$ cat config.mk
export PLATFORM = sky130hd
export DESIGN_NAME = seg_display_scan_flat
export DESIGN_NICKNAME = d
export VERILOG_FILES = /design/src/rtl/seg_display_scan_pkg.sv /design/src/rtl/seg_display_scan_if.sv /design/src/rtl/seg_display_scan_bin_to_bcd_seq.sv /design/src/rtl/seg_display_scan.sv /design/src/flat_wrapper.sv
export SDC_FILE = /design/constraint.sdc
export NUM_CORES = 1
export LEC_CHECK = 0
export BUFFER_PORTS_ARGS = -buffer_cell sky130_fd_sc_hd__buf_2
export CAP_MARGIN = 15
export CORE_MARGIN = 2
export CORE_UTILIZATION = 30
export DETAILED_ROUTE_END_ITERATION = 8
export HOLD_SLACK_MARGIN = 0.08
export PLACE_DENSITY_LB_ADDON = 0.1
export SLEW_MARGIN = 5
export SYNTH_ARGS = -nofsm -noshare
export SYNTH_HDL_FRONTEND = slang
export SYNTH_SLANG_ARGS = --single-unit
$ cat constraint.sdc
create_clock -name clk -period 3.45 [get_ports clk]
set_input_delay 0.1725 -clock clk [delete_from_list [all_inputs] [get_ports clk]]
set_output_delay 0.1725 -clock clk [all_outputs]
set_load 0.01 [all_outputs]
$ cat src/rtl/seg_display_scan_pkg.sv
// Shared display definitions: segment patterns (active-low, bit order gfedcba),
// symbol codes, mode encodings and the code-to-segment decoder.
package seg_display_scan_pkg;

   typedef enum logic [1:0] {
      MODE_ARROW  = 2'd0,
      MODE_LIVES  = 2'd1,
      MODE_NUMBER = 2'd2,
      MODE_BLANK  = 2'd3
   } mode_e;

   localparam logic [6:0] SEG_ZERO  = 7'h40;
   localparam logic [6:0] SEG_ONE   = 7'h79;
   localparam logic [6:0] SEG_TWO   = 7'h24;
   localparam logic [6:0] SEG_THREE = 7'h30;
   localparam logic [6:0] SEG_FOUR  = 7'h19;
   localparam logic [6:0] SEG_FIVE  = 7'h12;
   localparam logic [6:0] SEG_SIX   = 7'h02;
   localparam logic [6:0] SEG_SEVEN = 7'h78;
   localparam logic [6:0] SEG_EIGHT = 7'h00;
   localparam logic [6:0] SEG_NINE  = 7'h10;
   localparam logic [6:0] SEG_BLANK = 7'h7F;

   localparam logic [6:0] SEG_UP    = 7'b0011100;
   localparam logic [6:0] SEG_DOWN  = 7'b0100011;
   localparam logic [6:0] SEG_LEFT  = 7'b0001111;
   localparam logic [6:0] SEG_RIGHT = 7'b0111001;
   // Combos light the union of both arrows; active-low, so union is AND.
   localparam logic [6:0] SEG_UP_DOWN    = SEG_UP & SEG_DOWN;
   localparam logic [6:0] SEG_LEFT_RIGHT = SEG_LEFT & SEG_RIGHT;
   localparam logic [6:0] SEG_UP_LEFT    = SEG_UP & SEG_LEFT;
   localparam logic [6:0] SEG_UP_RIGHT   = SEG_UP & SEG_RIGHT;
   localparam logic [6:0] SEG_DOWN_LEFT  = SEG_DOWN & SEG_LEFT;
   localparam logic [6:0] SEG_DOWN_RIGHT = SEG_DOWN & SEG_RIGHT;

   localparam logic [7:0] CODE_ZERO       = 8'd0;
   localparam logic [7:0] CODE_NINE       = 8'd9;
   localparam logic [7:0] CODE_UP         = 8'd10;
   localparam logic [7:0] CODE_DOWN       = 8'd11;
   localparam logic [7:0] CODE_LEFT       = 8'd12;
   localparam logic [7:0] CODE_RIGHT      = 8'd13;
   localparam logic [7:0] CODE_UP_DOWN    = 8'd14;
   localparam logic [7:0] CODE_LEFT_RIGHT = 8'd15;
   localparam logic [7:0] CODE_UP_LEFT    = 8'd16;
   localparam logic [7:0] CODE_UP_RIGHT   = 8'd17;
   localparam logic [7:0] CODE_DOWN_LEFT  = 8'd18;
   localparam logic [7:0] CODE_DOWN_RIGHT = 8'd19;
   localparam logic [7:0] CODE_BLANK      = 8'd20;

   function automatic logic [6:0] seg_decode(input logic [7:0] code);
      case (code)
         8'd0:            return SEG_ZERO;
         8'd1:            return SEG_ONE;
         8'd2:            return SEG_TWO;
         8'd3:            return SEG_THREE;
         8'd4:            return SEG_FOUR;
         8'd5:            return SEG_FIVE;
         8'd6:            return SEG_SIX;
         8'd7:            return SEG_SEVEN;
         8'd8:            return SEG_EIGHT;
         8'd9:            return SEG_NINE;
         CODE_UP:         return SEG_UP;
         CODE_DOWN:       return SEG_DOWN;
         CODE_LEFT:       return SEG_LEFT;
         CODE_RIGHT:      return SEG_RIGHT;
         CODE_UP_DOWN:    return SEG_UP_DOWN;
         CODE_LEFT_RIGHT: return SEG_LEFT_RIGHT;
         CODE_UP_LEFT:    return SEG_UP_LEFT;
         CODE_UP_RIGHT:   return SEG_UP_RIGHT;
         CODE_DOWN_LEFT:  return SEG_DOWN_LEFT;
         CODE_DOWN_RIGHT: return SEG_DOWN_RIGHT;
         default:         return SEG_BLANK;
      endcase
   endfunction

endpackage

$ cat src/rtl/seg_display_scan_if.sv
// Game-FSM side of the display driver: mode/content inputs and pin outputs.
interface seg_display_scan_if #(
   parameter int NUM_DIGITS = 4,
   parameter int CODE_BITS  = 5,
   parameter int VALUE_BITS = 14
);
   logic [1:0]                      mode;
   logic [NUM_DIGITS*CODE_BITS-1:0] digit_codes;
   logic [2:0]                      lives;
   logic [VALUE_BITS-1:0]           value;
   logic                            load_value;
   logic [NUM_DIGITS-1:0]           blink_mask;
   logic [6:0]                      seg;
   logic [NUM_DIGITS-1:0]           an;
   logic                            busy;

   modport master (output mode, digit_codes, lives, value, load_value, blink_mask,
                   input  seg, an, busy);
   modport slave  (input  mode, digit_codes, lives, value, load_value, blink_mask,
                   output seg, an, busy);
endinterface

$ cat src/rtl/seg_display_scan_bin_to_bcd_seq.sv
// Serial double-dabble: one shift per cycle. done/bcd/overflow are valid in the
// final busy cycle so the caller can latch the result on the edge busy clears.
module bin_to_bcd_seq #(
   parameter int VALUE_BITS = 14,
   parameter int NUM_DIGITS = 4
) (
   input  logic                    clk,
   input  logic                    rst,
   input  logic                    start,
   input  logic [VALUE_BITS-1:0]   bin,
   output logic                    busy,
   output logic                    done,
   output logic [NUM_DIGITS*4-1:0] bcd,
   output logic                    overflow
);
   // Every 3 binary bits need at most one decimal digit; keep at least one spare
   // digit above the display so overflow is always observable.
   localparam int FIT = (VALUE_BITS + 2) / 3;
   localparam int BD  = (FIT > NUM_DIGITS) ? FIT : NUM_DIGITS + 1;
   localparam int CW  = $clog2(VALUE_BITS + 1);

   logic [VALUE_BITS-1:0] sreg;
   logic [BD*4-1:0]       acc, adj, acc_nxt;
   logic [CW-1:0]         cnt;

   always_comb begin
      adj = acc;
      for (int d = 0; d < BD; d++)
         if (acc[d*4 +: 4] >= 4'd5) adj[d*4 +: 4] = acc[d*4 +: 4] + 4'd3;
      acc_nxt = {adj[BD*4-2:0], sreg[VALUE_BITS-1]};
   end

   assign done     = busy && (cnt == CW'(1));
   assign bcd      = acc_nxt[NUM_DIGITS*4-1:0];
   assign overflow = adj[BD*4-1] | (|acc_nxt[BD*4-1:NUM_DIGITS*4]);

   always_ff @(posedge clk) begin
      if (rst) begin
         busy <= 1'b0;
         cnt  <= '0;
         sreg <= '0;
         acc  <= '0;
      end else if (start && !busy) begin
         sreg <= bin;
         acc  <= '0;
         cnt  <= CW'(VALUE_BITS);
         busy <= 1'b1;
      end else if (busy) begin
         sreg <= sreg << 1;
         acc  <= acc_nxt;
         cnt  <= cnt - CW'(1);
         if (cnt == CW'(1)) busy <= 1'b0;
      end
   end
endmodule

$ cat src/rtl/seg_display_scan.sv
// N-digit multiplexed seven-segment driver: beat-latched arrows, lives,
// BCD number display, per-digit blink, and the anode scan.
module seg_display_scan
   import seg_display_scan_pkg::*;
#(
   parameter int NUM_DIGITS  = 4,
   parameter int CODE_BITS   = 5,
   parameter int VALUE_BITS  = 14,
   parameter int REFRESH_DIV = 50000,
   parameter int BLINK_DIV   = 12500000
) (
   input  logic              clk,
   input  logic              rst,
   input  logic              metronome_clk,
   seg_display_scan_if.slave bus
);
   localparam int IDX_W = $clog2(NUM_DIGITS);
   localparam int RW    = $clog2(REFRESH_DIV);
   localparam int BW    = $clog2(BLINK_DIV);
   localparam logic [CODE_BITS-1:0] BLANK_C = CODE_BITS'(CODE_BLANK);

   logic [2:0]                           beat_pipe;
   logic                                 beat, mode_chg, lead;
   mode_e                                mode, mode_q;
   logic [NUM_DIGITS-1:0][CODE_BITS-1:0] disp, num_codes;
   logic [IDX_W-1:0]                     idx;
   logic [RW-1:0]                        ref_cnt;
   logic [BW-1:0]                        blink_cnt;
   logic                                 blink_phase;
   logic                                 conv_start, conv_done, conv_ovf;
   logic [NUM_DIGITS*4-1:0]              conv_bcd;

   assign mode       = mode_e'(bus.mode);
   assign mode_chg   = (mode != mode_q);
   assign beat       = beat_pipe[1] & ~beat_pipe[2];
   assign conv_start = bus.load_value && (mode == MODE_NUMBER) && !mode_chg;

   // A mode change aborts a running conversion through the converter's reset.
   bin_to_bcd_seq #(.VALUE_BITS(VALUE_BITS), .NUM_DIGITS(NUM_DIGITS)) u_bcd (
      .clk      (clk),
      .rst      (rst | mode_chg),
      .start    (conv_start),
      .bin      (bus.value),
      .busy     (bus.busy),
      .done     (conv_done),
      .bcd      (conv_bcd),
      .overflow (conv_ovf)
   );

   // Leading-zero blanking walks from the top digit; digit 0 always shows.
   always_comb begin
      lead      = 1'b1;
      num_codes = '0;
      for (int i = NUM_DIGITS - 1; i >= 0; i--) begin
         if (conv_ovf) begin
            num_codes[i] = CODE_BITS'(CODE_NINE);
         end else begin
            if (conv_bcd[i*4 +: 4] != 4'd0 || i == 0) lead = 1'b0;
            num_codes[i] = lead ? BLANK_C : CODE_BITS'(conv_bcd[i*4 +: 4]);
         end
      end
   end

   always_ff @(posedge clk) begin
      if (rst) begin
         beat_pipe   <= '0;
         mode_q      <= MODE_BLANK;
         disp        <= {NUM_DIGITS{BLANK_C}};
         idx         <= '0;
         ref_cnt     <= '0;
         blink_cnt   <= '0;
         blink_phase <= 1'b0;
         bus.seg     <= SEG_BLANK;
         bus.an      <= '1;
      end else begin
         beat_pipe <= {beat_pipe[1:0], metronome_clk};
         mode_q    <= mode;

         if (mode_chg) begin
            disp <= {NUM_DIGITS{BLANK_C}};
         end else begin
            case (mode)
               MODE_ARROW:  if (beat) disp <= bus.digit_codes;
               MODE_LIVES: begin
                  disp    <= {NUM_DIGITS{BLANK_C}};
                  disp[0] <= CODE_BITS'(bus.lives);
               end
               MODE_NUMBER: if (conv_done) disp <= num_codes;
               default:     disp <= {NUM_DIGITS{BLANK_C}};
            endcase
         end

         if (ref_cnt == RW'(REFRESH_DIV - 1)) begin
            ref_cnt <= '0;
            idx     <= (idx == IDX_W'(NUM_DIGITS - 1)) ? '0 : idx + IDX_W'(1);
         end else begin
            ref_cnt <= ref_cnt + RW'(1);
         end

         if (blink_cnt == BW'(BLINK_DIV - 1)) begin
            blink_cnt   <= '0;
            blink_phase <= ~blink_phase;
         end else begin
            blink_cnt <= blink_cnt + BW'(1);
         end

         // an and seg come from the same idx so they always change together.
         bus.an  <= ~(NUM_DIGITS'(1) << idx);
         bus.seg <= (blink_phase && bus.blink_mask[idx]) ? SEG_BLANK
                                                         : seg_decode(8'(disp[idx]));
      end
   end
endmodule

$ cat src/flat_wrapper.sv
// flat-port wrapper written by rule: the top's interface ports become plain ports
module seg_display_scan_flat import seg_display_scan_pkg::*;
#(
   parameter int NUM_DIGITS  = 4,
   parameter int CODE_BITS   = 5,
   parameter int VALUE_BITS  = 14,
   parameter int REFRESH_DIV = 50000,
   parameter int BLINK_DIV   = 12500000
)
  (clk, rst, metronome_clk, bus_mode, bus_digit_codes, bus_lives, bus_value, bus_load_value, bus_blink_mask, bus_seg, bus_an, bus_busy);
  seg_display_scan_if #(.NUM_DIGITS(NUM_DIGITS), .CODE_BITS(CODE_BITS), .VALUE_BITS(VALUE_BITS)) bus_i ();
  input  logic clk;
  input  logic rst;
  input  logic metronome_clk;
  input wire logic [$bits(bus_i.mode)-1:0] bus_mode;
  input wire logic [$bits(bus_i.digit_codes)-1:0] bus_digit_codes;
  input wire logic [$bits(bus_i.lives)-1:0] bus_lives;
  input wire logic [$bits(bus_i.value)-1:0] bus_value;
  input wire logic [$bits(bus_i.load_value)-1:0] bus_load_value;
  input wire logic [$bits(bus_i.blink_mask)-1:0] bus_blink_mask;
  output wire logic [$bits(bus_i.seg)-1:0] bus_seg;
  output wire logic [$bits(bus_i.an)-1:0] bus_an;
  output wire logic [$bits(bus_i.busy)-1:0] bus_busy;
  assign bus_i.mode = bus_mode;
  assign bus_i.digit_codes = bus_digit_codes;
  assign bus_i.lives = bus_lives;
  assign bus_i.value = bus_value;
  assign bus_i.load_value = bus_load_value;
  assign bus_i.blink_mask = bus_blink_mask;
  assign bus_seg = bus_i.seg;
  assign bus_an = bus_i.an;
  assign bus_busy = bus_i.busy;
  seg_display_scan #(.NUM_DIGITS(NUM_DIGITS), .CODE_BITS(CODE_BITS), .VALUE_BITS(VALUE_BITS), .REFRESH_DIV(REFRESH_DIV), .BLINK_DIV(BLINK_DIV)) u_core (.clk(clk), .rst(rst), .metronome_clk(metronome_clk), .bus(bus_i));
endmodule
---- Yosys cells after proc, flatten, opt, wreduce, memory -nomap -nowiden ----
Memories as Yosys holds them, arrays and structs flattened. A register that Yosys moved wholly into a read port is not among the register bits.
Index checks and enable logic that the tools add are counted.
cells by class
  add/subtract/negate cells ............... 9
  $mul .................................... 0
  divide/modulo/power cells ............... 0
  $lt $le $gt $ge ......................... 6
  eq/ne operators ......................... 9
  shift-type cells ........................ 1
  mux-type cells .......................... 35
  bitwise logic cells ..................... 6
  reduce and logical (&&, ||, !) cells .... 19
operator list
  kind                   number
  $pmux 20 s3            1
  $mux 5                 9
  $mux 20                2
  $mux 14                2
  $mux 4                 7
  $add 24x1->24 const B  1
  $eq 24x24->1 const B   1
  $add 4x2->4 const B    5
  $ge 4x3->1 const B     5
  $add 16x1->16 const B  1
  $eq 16x16->1 const B   1
  $reduce_bool 4->1      3
  $mux 1                 11
  $bmux 5 s2             1
  $reduce_or 2->1        5
  $logic_and 1x1->1      5
  $eq 2x2->1 const B     2
  $eq 4x1->1 const B     1
  $ne 2x1->1 const B     2
  $not 4->4              1
  $reduce_or 4->1        1
  $shl 1x2->4 const A    1
  $sub 4x1->4 const B    1
  $lt 2x3->1 const B     1
  12 further kinds       15
word-level totals
  register bits after elaboration ......... 111
  bits in latches ......................... 0
  RAM bits ................................ 0
  ROM bits ................................ 224
  input port bits ......................... 47
  output and inout bits ................... 12
  logic and storage cells ................. 102
  memories kept ........................... 1
memories
  name             depth  bits a word  read ports  clocked after memory_dff  write ports  RTL line                    RTL
  (no name shown)  32     7            1           1                         0            seg_display_scan_pkg.sv:51  case (code)

---- Longest topological paths before layout ----
Gate-level depths: netlist of run 1.
  depth after elaboration ................. 13
  depth in mapped cells ................... 10
  depth with buffers taken out ............ 9

---- Cells and area by module ----
A second synthesis of run 1 with hierarchy kept.
second synthesis, totals
  cell total of the unflattened synthesis .. 728
  area, all modules ....................... 6192.2 µm²
by module, submodules not included
  module            times used  cells each  area each (µm²)
  seg_display_scan  1           443         3887.5
  bin_to_bcd_seq    1           285         2304.7

---- Worst setup path before layout of run 1 ----
No wires, ideal clock.
  path kind ............................... reg2reg
  from .................................... register u_core.idx[0]
  to ...................................... register u_core.bus.seg[4]
  setup time .............................. 130 ps
  arrival ................................. 2003 ps
  data required time ...................... 3320 ps
  path slack .............................. 1317 ps
  cell stages (with the launch flop) ...... 10
  path buffers ............................ 1
  clock period less this slack ............ 2133 ps
  path through ............................ dfxtp_1 -> buf_6 -> mux4_2 -> inv_1 -> ha_1 -> mux2_2 -> nand2_1 -> o21ai_0 -> mux2i_1 -> nand2_1
on the way
  cells in the longest elaborated chain, start to end .. 4
  elaborated cells on any way between the ends .. 6
ends and longest elaborated chain
  element                           RTL line                   RTL
  start, declared                   seg_display_scan.sv:26     logic [IDX_W-1:0] idx;
  start signal, assigned            seg_display_scan.sv:95     idx <= (idx == IDX_W'(NUM_DIGITS - 1)) ? '0 : idx + IDX_W'(1);
  $bmux 1 s2                        seg_display_scan.sv:109    bus.seg <= (blink_phase && bus.blink_mask[idx]) ? SEG_BLANK
  $mux 1 (implied by the code)      seg_display_scan.sv:109
  $logic_and 1x1->1                 seg_display_scan.sv:109
  $reduce_or 2->1 (no source line)  --
  end, declared                     seg_display_scan_if.sv:20  output seg, an, busy);
Parallel ways exist; a longest one is shown, timed or not. The select of a mux whose other input is x is not followed.
A chain may end at the register's enable or synchronous reset.

---- Final worst setup path of run 1 ----
Same ends and word-level chain as after synthesis.

==> results of run 1 <==
-- worst paths after layout --
kind	slack, ns	endpoint	depth (start not counted)
setup / recovery	1.01	u_core.bus.seg[4]	8
hold / removal	0.1	u_core.disp[6]	3
setup reg to reg	1.01	u_core.bus.seg[4]	8
hold reg to reg	0.44	u_core.beat_pipe[1]	1
-- metrics by stage --
step                total power, uW  instances  utilization (%)  hold WS, ns  setup WS [ns]
floorplan                      1518        679                -       0.2441          1.317
global placement               1582        973            33.04       0.4207          1.027
detailed placement             1583        973            33.04       0.4275         0.9804
CTS                            3475       1009            36.56      0.08159         0.9698
global route                   3555       1009            36.56      0.09199         0.7890
finish                         3426       1009            36.56      0.09621          1.006
-- report_power, final --
part	internal, uW	switching (uW)	leakage (uW)	total, uW
Combinational	67.3	95.6	0.00137	163
Clock	1250	614	0.000301	1870
Sequential	1380	12.5	0.000955	1400
Total	2700	722	0.00263	3430
-- state kept, by name, indices dropped and copies added (netlist names) --
name and cells:
u_core.ref_cnt 16, u_core.bus.an 4, u_core.mode_q 2, u_core.blink_phase 1, u_core.u_bcd.busy 1, u_core.u_bcd.sreg 14, u_core.u_bcd.acc 20, u_core.beat_pipe 3
u_core.disp 20, u_core.idx 2, u_core.blink_cnt 24, u_core.bus.seg 7, u_core.u_bcd.cnt 4
-- area by class of cell --
class,instances,share of cell area (%)
clock buffers,21,6.656
multi-input cells,503,46.27
repair buffers,70,5.594
clock inverters,9,2.124
well taps,265,4.691
flip-flops and latches,118,33.44
inverters,23,1.221
-- cells by family after synthesis --
family,after synthesis,share of synthesized area (%)
AOI/OAI and AO/OA,147,15.08
xor gates and xnor gates,42,6.271
and+or+nand+nor,244,20.03
DFF,118,40.27
buffers and inverters,58,4.053
adders and majority gates,24,5.119
muxes,46,9.172
-- placed cells by master, fill, tap and decap left out, drive strengths merged, types with 21 or more instances in the layout --
master	instances
buf	64
a21oi	57
dfxtp	118
mux2i	38
nand2	34
nand3	24
clkbuf	21
o21ai	44
xor2	24
inv	23
nor2	106
ha	24
-- cells in the mapped netlist, types with 18 or more instances --
cell type                  count
sky130_fd_sc_hd__o21ai_0      43
sky130_fd_sc_hd__xnor2_1      18
sky130_fd_sc_hd__inv_1        23
sky130_fd_sc_hd__xor2_1       24
sky130_fd_sc_hd__mux2i_1      38
sky130_fd_sc_hd__a21oi_1      57
sky130_fd_sc_hd__nor2_1      106
sky130_fd_sc_hd__clkbuf_1     25
sky130_fd_sc_hd__dfxtp_1     118
sky130_fd_sc_hd__nand3_1      24
sky130_fd_sc_hd__ha_1         24
sky130_fd_sc_hd__nand2_1      34
-- per-layer routing --
| layer | wire, microns | share of wire [%] | vias up | global-route usage [%] |
|---|---|---|---|---|
| met5 | 0 | 0 | - | 0 |
| met2 | 6571 | 47 | 97 | 22.98 |
| met3 | 591 | 4.2 | 12 | 4.032 |
| li1 | - | - | 2478 | - |
| met4 | 208 | 1.5 | 0 | 4.696 |
| met1 | 6751 | 48 | 2269 | 18.44 |
-- critical path: cells and delay by family (launching register included) --
family / cells / cell delay (ns)
simple gates: 2 / 0.13
mux: 3 / 1.06
flops: 1 / 0.63
compound gates: 1 / 0.08
fa+ha+maj: 1 / 0.26
buf+inv: 1 / 0.16
==> results, run 1 <==
- In this run the post-CTS setup repair buffer count came out at 0.
- The total number of placement rows is 51.
- The critical path is of the flip-flop to flip-flop type.
- The CTS clock-pin slew for the worst setup and hold paths is 0.06 ns.
- The synthesized netlist net count is 750.
- In this run, the number of DRC markers left after iteration 0 of detailed routing was 228.
- The worst min-delay path class is primary input to flip-flop.
- In the final layout, the multi-input gates occupy 3271 sq um.
- The share of the Yosys chip area taken by registers is 40.27%.
- The max-slew headroom at the worst pin is 52.65%.
- The most used flip-flop cell after synthesis is sky130_fd_sc_hd__dfxtp_1.
- The required time of the critical path is 3.73 ns.
- The worst reg2reg path startpoint is u_core.idx[0].
- The clock period minus final worst setup slack is 2.444 ns.
- Of the post-synthesis cell area, the dominant cell type holds 40.27%.
- The part of the cycle the worst path needs is 70.84%.
- Among all stages on the critical path, the largest delay is contributed by sky130_fd_sc_hd__mux4_2.
- The die is 143.8 microns tall.
- The area taken by flip-flops and latches is 2364 sq um.
- The proportion of layout cells with a drive suffix above 1 is 15.32%.
- The initial antenna violation count is 0.
- Fill cells in the final layout number 1,921.
- The detailed router placed 4,856 vias in this run.
- The floorplan step defined a die boundary enclosing 20,690 sq um.
- The tool flagged a number of max-cap violations equal to 0.
- The clock reaches the later pin of the worst-skew pair after 0.41 ns.
- For this block, the routed nets add up to 14,120 microns of wire.
- TritonCTS created 17 clock buffers.
- Summing every instance area after synthesis gives 5866 sq um.
- For this run, the post-layout net count is 804.
- The post-synthesis cell type count is 54.
- The CTS tree is built.
- Sorting the synthesized cells by area gives the leading types as sky130_fd_sc_hd__dfxtp_1 40%, sky130_fd_sc_hd__nor2_1 6.8%, sky130_fd_sc_hd__mux2i_1 6.5%.
- Static timing analysis puts the maximum clock frequency at 409.2 MHz.
- The signal on the critical path passes through mux4_2 -> inv_1 -> ha_1 -> mux2_2 -> nand2_1 -> o21ai_0 -> mux2i_1 -> nand2_1.
- The post-route clock skew is 0.008015 ns.
- Setup repair after global routing left no endpoint under its margin.
- The global-route wire length before repair is 23,050 microns.
- For this run, the detailed router's first-pass iteration total came to 4.
- Post-CTS repair changed the size of 0 cells.
- The worst hold path begins at bus_digit_codes[6].
- Dividing the detail-routed wire length by the instance count gives 14.00 microns.
- The data arrival time of the critical path is 2.73 ns.
- The antenna cell count is 0.
- In the routed design, unresolved DRC markers number 0.
- The final weighted congestion in routability-driven placement is 0.7771.
- Synthesis handed over a netlist of 679 instances.
- Along the worst path, the maximum fanout reaches 11.
- The biggest area consumer among synthesized cells is sky130_fd_sc_hd__dfxtp_1.
- The count of H-tree levels built during CTS is 4.
- At the pin with the least slew margin, the transition time is 0.7048 ns.
- STA classifies the critical path startpoint as a flip-flop.
- For this design the ratio of total power to cell area is 484.7 nW/um^2.
- The clock sink total is 118.
- The via count of the first global-routing pass is 4,706.
- In this design, the critical path's most frequently occurring cell is sky130_fd_sc_hd__nand2_1.
- In the routed layout, each cell is associated on average with a via count of 4.813.
- The aggregate global routing overflow is 0.
- Summed over all failing endpoints, the final setup total negative slack is 0 ns.
- The count of nets left with antenna violations after detail routing is 0.
- The flow ran to the end, and the final reports show no timing, DRC or antenna violations.
- The placeable core area is 19,330 sq um.
- The I/O pin count is 59.
- The HPWL after detailed placement is 10,250 microns.
- Yosys mapped a number of flops with a built-in enable equal to 0.
- The maximum buffer depth of the clock tree is 2.
- The total global-route track usage is 14.28%.
- The number of hold violations in the final report is 0.
- For this configuration, the core starts out at a cell density of 30.34%.
- In this run, post-CTS hold repair placed 6 buffers.
- The post-place instance area is 6387 sq um.
- The synthesis warning total is 0.
- The analysis attributes to cell leakage a power of 0.002629 uW.
- Clock tree synthesis selected as its root buffer the cell sky130_fd_sc_hd__clkbuf_16.
- The delay of the slowest cell on the worst path is 0.66 ns.
- The area growth from synthesis to layout is 20.50%.
- The total non-filler cell area in the finished layout is 7068 sq um.
- VDD sags by at most 0.3003 mV.
- The kind of end point of the critical path is a flip-flop.
- The register bit total from synthesis is 118.
- Setup violations remaining at the end of the flow were counted as 0.
- Entering global routing, the biggest net connects 66 pins.
- In this run the tool buffered the top-level ports with 58 buffer cells.
- A synthesized cell averages 8.639 sq um.
- The horizontal die dimension is 143.8 microns.
- In the synthesized netlist the async set-or-reset flop fraction comes to 0%.
- The critical path starts at u_core.idx[0].
- The number of max-slew violations in the final report is 0.
Note: power is estimated with default switching activity, not from simulation.
==> run 2: changes to the inputs <==
--- a/config.mk
+++ b/config.mk
@@ -5,6 +5,7 @@
 export SDC_FILE = /design/constraint.sdc
 export NUM_CORES = 1
 export LEC_CHECK = 0
+export ABC_AREA = 1
 export BUFFER_PORTS_ARGS = -buffer_cell sky130_fd_sc_hd__buf_2
 export CAP_MARGIN = 15
 export CORE_MARGIN = 2
==> constraint.sdc (replaced) <==
create_clock -name clk -period 2.4 [get_ports clk]
set_input_delay 0.12 -clock clk [delete_from_list [all_inputs] [get_ports clk]]
set_output_delay 0.12 -clock clk [all_outputs]
set_load 0.01 [all_outputs]
==> run 2 against run 1 <==
Critical path type unchanged. Sequential power is 43% higher. Largest power group unchanged. Highest routed layer unchanged. Clock power is 55% higher. Design area up 12%.
==> results, run 2 <==
- The aggregate global routing overflow came to 0 (unchanged).
- The DRC violation total after the first TritonRoute iteration is 226 (was 228).
- The timing-limited maximum frequency is 467.2 MHz (was 409.2 MHz).
- Run status: completed (unchanged).
- The total global-route track usage is 15.11% (was 14.28%).
- The area overhead of the layout relative to synthesis came to 24.92% (was 20.50%).
- Top cells by instance count after synthesis: 230 x sky130_fd_sc_hd__nand2_1, 118 x sky130_fd_sc_hd__dfxtp_1, 116 x sky130_fd_sc_hd__inv_1, 80 x sky130_fd_sc_hd__a21oi_1, 68 x sky130_fd_sc_hd__nor2_1 (was 118 x sky130_fd_sc_hd__dfxtp_1, 106 x sky130_fd_sc_hd__nor2_1, 57 x sky130_fd_sc_hd__a21oi_1, 43 x sky130_fd_sc_hd__o21ai_0, 38 x sky130_fd_sc_hd__mux2i_1).
- The detailed-route wire length is 16,030 microns (was 14,120 microns).
- The library cell used as clock root buffer is sky130_fd_sc_hd__clkbuf_16 (unchanged).
- The count of max-cap constraint violations came to 0 (unchanged).
- The worst min-delay path class is primary input to flip-flop (unchanged).
- The final routed wire length divided by cell count came to 12.46 microns (was 14.00 microns).
- The cell depth of the worst flop-to-flop path is 11 (was 8).
- The count of fill cells added during filler insertion is 2,281 (was 1,921).
- The hold buffer count at cts is 33 (was 6).
- The critical path's top delay family is compound AO/OA/AOI/OAI gates (was multiplexers).
- The post-route clock skew is 0.008522 ns (was 0.008015 ns).
- The synthesis warning total came to 0 (unchanged).
- The delay of the slowest cell on the worst path is 0.43 ns (was 0.66 ns).
- The vias per cell is 4.556 (was 4.813).
- The placeable core area is 20,820 sq um (was 19,330 sq um).
- The timing startpoint of the critical path is u_core.idx[0] (unchanged).
- The biggest area consumer among synthesized cells is sky130_fd_sc_hd__dfxtp_1 (unchanged).
- The total number of placement rows is 53 (was 51).
- The I/O pin count was 59 (unchanged).
- The via count of the first global-routing pass is 5,592 (was 4,706).
- The combinational share of power is 5.8% (was 4.8%).
- The setup-violating endpoint count in the final report is 0 (unchanged).
- The most used flip-flop cell after synthesis is sky130_fd_sc_hd__dfxtp_1 (unchanged).
- The worst reg2reg path startpoint is u_core.idx[0] (unchanged).
- Unrepaired setup endpoints after global routing: no (unchanged).
- The global-route wire length before repair was 26,880 microns (was 23,050 microns).
- The critical path class is flip-flop to flip-flop (unchanged).
- The peak ir drop on the vdd network is 0.3391 mV (was 0.3003 mV).
- The pin slew with the least headroom to its limit was 0.4484 ns (was 0.7048 ns).
- The register bank with the most flops was u_core.blink_cnt (unchanged).
- The count of nets left with antenna violations after detail routing is 0 (unchanged).
- The most common cell after layout, fill and taps aside is sky130_fd_sc_hd__nand2_1 (was sky130_fd_sc_hd__dfxtp_1).
- The total internal power is 4109 uW (was 2703 uW).
- The cell depth of the worst min-delay path is 5 (was 3).
- The clock period minus final worst setup slack is 2.141 ns (was 2.444 ns).
- The mean instance size in the synthesized netlist is 6.986 sq um (was 8.639 sq um).
- The total net switching power is 1084 uW (was 722.5 uW).
- The top-area cell type share of the netlist area came to 37.36% (was 40.27%).
- The CTS clock-pin slew for the worst setup and hold paths is 0.06 ns (about the same).
- The required time of the critical path came to 2.76 ns (was 3.73 ns).
- The final weighted congestion in routability-driven placement was 0.8595 (was 0.7771).
- The total power after layout is 5193 uW (was 3426 uW).
- The part of the cycle the worst path needs came to 89.19% (was 70.84%).
- The most repeated library cell on the critical path is sky130_fd_sc_hd__nand2_1 (unchanged).
- The effective utilization at floorplan came to 30.36% (was 30.34%).
- The clock sink total is 118 (unchanged).
- The number of resized instances in the post-cts repair step is 0 (unchanged).
- The horizontal die dimension was 149.2 microns (was 143.8 microns).
- The reg2reg setup slack came to 0.26 ns (was 1.01 ns).
- The number of flip-flops under the largest register name is 24 (unchanged).
- The height of the die is 149.2 microns (was 143.8 microns).
- The post-synthesis cell type count came to 46 (was 54).
- The async set-reset flop share out of synthesis is 0% (unchanged).
- The startpoint of the tightest hold check path is bus_digit_codes[11] (was bus_digit_codes[6]).
- The CTS tree is built (unchanged).
- The detailed-route via count came to 5,863 (was 4,856).
- The antenna cell count is 0 (unchanged).
- The number of flops mapped to enable cells by yosys is 0 (unchanged).
- The number of standard cells after synthesis was 905 (was 679).
- The cell area after synthesis is 6322 sq um (was 5866 sq um).
- The pin count of the biggest net entering global routing is 26 (was 66).
- The synthesized netlist net count is 976 (was 750).
- The number of optimization iterations in the first detailed-route pass is 7 (was 4).
- The most frequently used cell type in the post-synthesis netlist is sky130_fd_sc_hd__nand2_1 (was sky130_fd_sc_hd__dfxtp_1).
- The number of max-slew violations in the final report is 0 (unchanged).
- The final setup TNS is 0 ns (unchanged).
- The number of buffer and inverter instances along the worst setup path came to 3 (was 1).
- The data arrival time of the critical path came to 2.50 ns (was 2.73 ns).
- Leading cell types by total area after synthesis: sky130_fd_sc_hd__dfxtp_1 37%, sky130_fd_sc_hd__nand2_1 14%, sky130_fd_sc_hd__inv_1 6.9% (was sky130_fd_sc_hd__dfxtp_1 40%, sky130_fd_sc_hd__nor2_1 6.8%, sky130_fd_sc_hd__mux2i_1 6.5%).
- The share of the yosys chip area belonging to registers is 37.36% (was 40.27%).
- The proportion of layout cells with a drive suffix above 1 is 15.22% (was 15.32%).
- The initial antenna violation count is 0 (unchanged).
- The switching power share of the total is 20.87% (was 21.09%).
- The number of hold violations in the final report is 0 (unchanged).
- The number of nets in the layout came to 1,071 (was 804).
- The areal power density over the cells is 657.5 nW/um^2 (was 484.7 nW/um^2).
- The full die area was 22,250 sq um (was 20,690 sq um).
- CP Cell Sequence: inv_2 -> nand2_1 -> a32oi_1 -> inv_1 -> ha_1 -> inv_1 -> o21ai_0 -> nand2_1 -> o21ai_0 -> nand2_1 -> nand3_1 (was mux4_2 -> inv_1 -> ha_1 -> mux2_2 -> nand2_1 -> o21ai_0 -> mux2i_1 -> nand2_1).
- The cell leakage power is 0.003310 uW (was 0.002629 uW).
- The fraction of power consumed by sequential logic is 38.6% (was 40.7%).
- The register bit total from synthesis was 118 (unchanged).
- The capturing point of the worst reg2reg path is u_core.bus.seg[4] (unchanged).
- The HPWL after detailed placement was 11,900 microns (was 10,250 microns).
- The max-slew headroom at the worst pin came to 70.06% (was 52.65%).
- The hold-critical path endpoint is u_core.disp[11] (was u_core.disp[6]).
- The clock latency on the worst-skew pair is 0.42 ns (was 0.41 ns).
- Top library cells by usage in the layout, fill and taps aside: 230 x sky130_fd_sc_hd__nand2_1, 118 x sky130_fd_sc_hd__dfxtp_1, 116 x sky130_fd_sc_hd__inv_1, 80 x sky130_fd_sc_hd__a21oi_1, 68 x sky130_fd_sc_hd__nor2_1 (was 117 x sky130_fd_sc_hd__dfxtp_1, 106 x sky130_fd_sc_hd__nor2_1, 58 x sky130_fd_sc_hd__buf_2, 57 x sky130_fd_sc_hd__a21oi_1, 43 x sky130_fd_sc_hd__o21ai_0).
- The kind of end point of the critical path is a flip-flop (unchanged).
- The total of buffers placed on input and output ports is 58 (unchanged).
- The count of H-tree levels built during CTS was 4 (unchanged).
- The clock network fraction of design power was 55.7% (was 54.5%).
- The highest-delay cell along the critical path is sky130_fd_sc_hd__dfxtp_1 (was sky130_fd_sc_hd__mux4_2).
- The remaining design rule violation count is 0 (unchanged).
- The maximum fanout along the worst path is 13 (was 11).
- Largest registers ranked by flip-flop count: u_core.blink_cnt x24, u_core.disp x20, u_core.u_bcd.acc x20 (unchanged).
- The post-CTS setup buffer count was 0 (unchanged).
- The CTS buffer count is 17 (unchanged).
- The critical path startpoint category is a flip-flop (unchanged).
- The maximum buffer depth of the clock tree is 2 (unchanged).
==> run 2: final cells by class <==
cell class / count / area (sq um) / area share [%]
clock buffer: 22 / 464.2 / 5.878
clock inverter: 9 / 197.7 / 2.503
multi-input combinational: 633 / 3327 / 42.13
tap: 275 / 344.1 / 4.357
sequential: 118 / 2362 / 29.91
inverter: 127 / 479.2 / 6.068
timing repair buffer: 103 / 723.2 / 9.157
==> run 2: kinds of logic (layout without fill, tap and decap cells) <==
family          count (synthesis)  count (layout)  synth area share [%]
flops                         118             118                 37.36
fa+ha+maj                      24              24                 4.750
buf+inv                       154             261                 10.01
compound gates                163             163                 14.53
simple gates                  437             437                 32.10
xor+xnor                        9               9                 1.247
==> run 2: worst reg2reg max path: stages, from the launching register on <==
cell	delay, ns
sky130_fd_sc_hd__dfxtp_1	0.43
sky130_fd_sc_hd__inv_2	0.24
sky130_fd_sc_hd__nand2_1	0.09
sky130_fd_sc_hd__a32oi_1	0.35
sky130_fd_sc_hd__inv_1	0.18
sky130_fd_sc_hd__ha_1	0.31
sky130_fd_sc_hd__inv_1	0.05
sky130_fd_sc_hd__o21ai_0	0.17
sky130_fd_sc_hd__nand2_1	0.06
sky130_fd_sc_hd__o21ai_0	0.08
sky130_fd_sc_hd__nand2_1	0.07
sky130_fd_sc_hd__nand3_1	0.06
==> run 2: worst max path at each step <==
| stage | to | slack, ns | depth (start not counted) |
|---|---|---|---|
| after floorplan | u_core.bus.seg[4] | 0.50 | 12 |
| after global placement | u_core.bus.seg[4] | 0.33 | 11 |
| after detailed placement | u_core.bus.seg[4] | 0.29 | 11 |
| after global routing | u_core.bus.seg[4] | 0.04 | 11 |
| after CTS | u_core.bus.seg[4] | 0.27 | 11 |
| final | u_core.bus.seg[4] | 0.26 | 11 |
==> run 2: power groups by stage <==
stage	Clock (uW)	Combinational [uW]	Sequential (uW)
after floorplan	0	159	2040
after global placement	0	265	2050
after detailed placement	0	262	2050
after CTS	2970	303	2000
after global routing	3060	337	2010
final	2890	299	2000
==> run 2: per-layer routing <==
layer  vias to the layer above  part of all wire [%]  global-route usage [%]
met1                      2639                    49                   19.56
met3                        13                   2.7                   3.425
met4                         0                   1.4                   4.714
met2                        70                    47                   25.00
met5                         -                     0                       0
li1                       3141                     -                       -
==> run 2: metrics by stage <==
step	instance area, sq um	setup WS, ns	utilization, %	std cells	hold slack, ns
after floorplan	6322	0.4957	-	905	0.1912
after global placement	6905	0.3344	33.16	1223	0.3308
after detailed placement	6905	0.2901	33.16	1223	0.3398
after CTS	7898	0.2674	37.93	1287	0.08167
after global routing	7898	0.03695	37.93	1287	0.1161
final	7898	0.2594	37.93	1287	0.09889
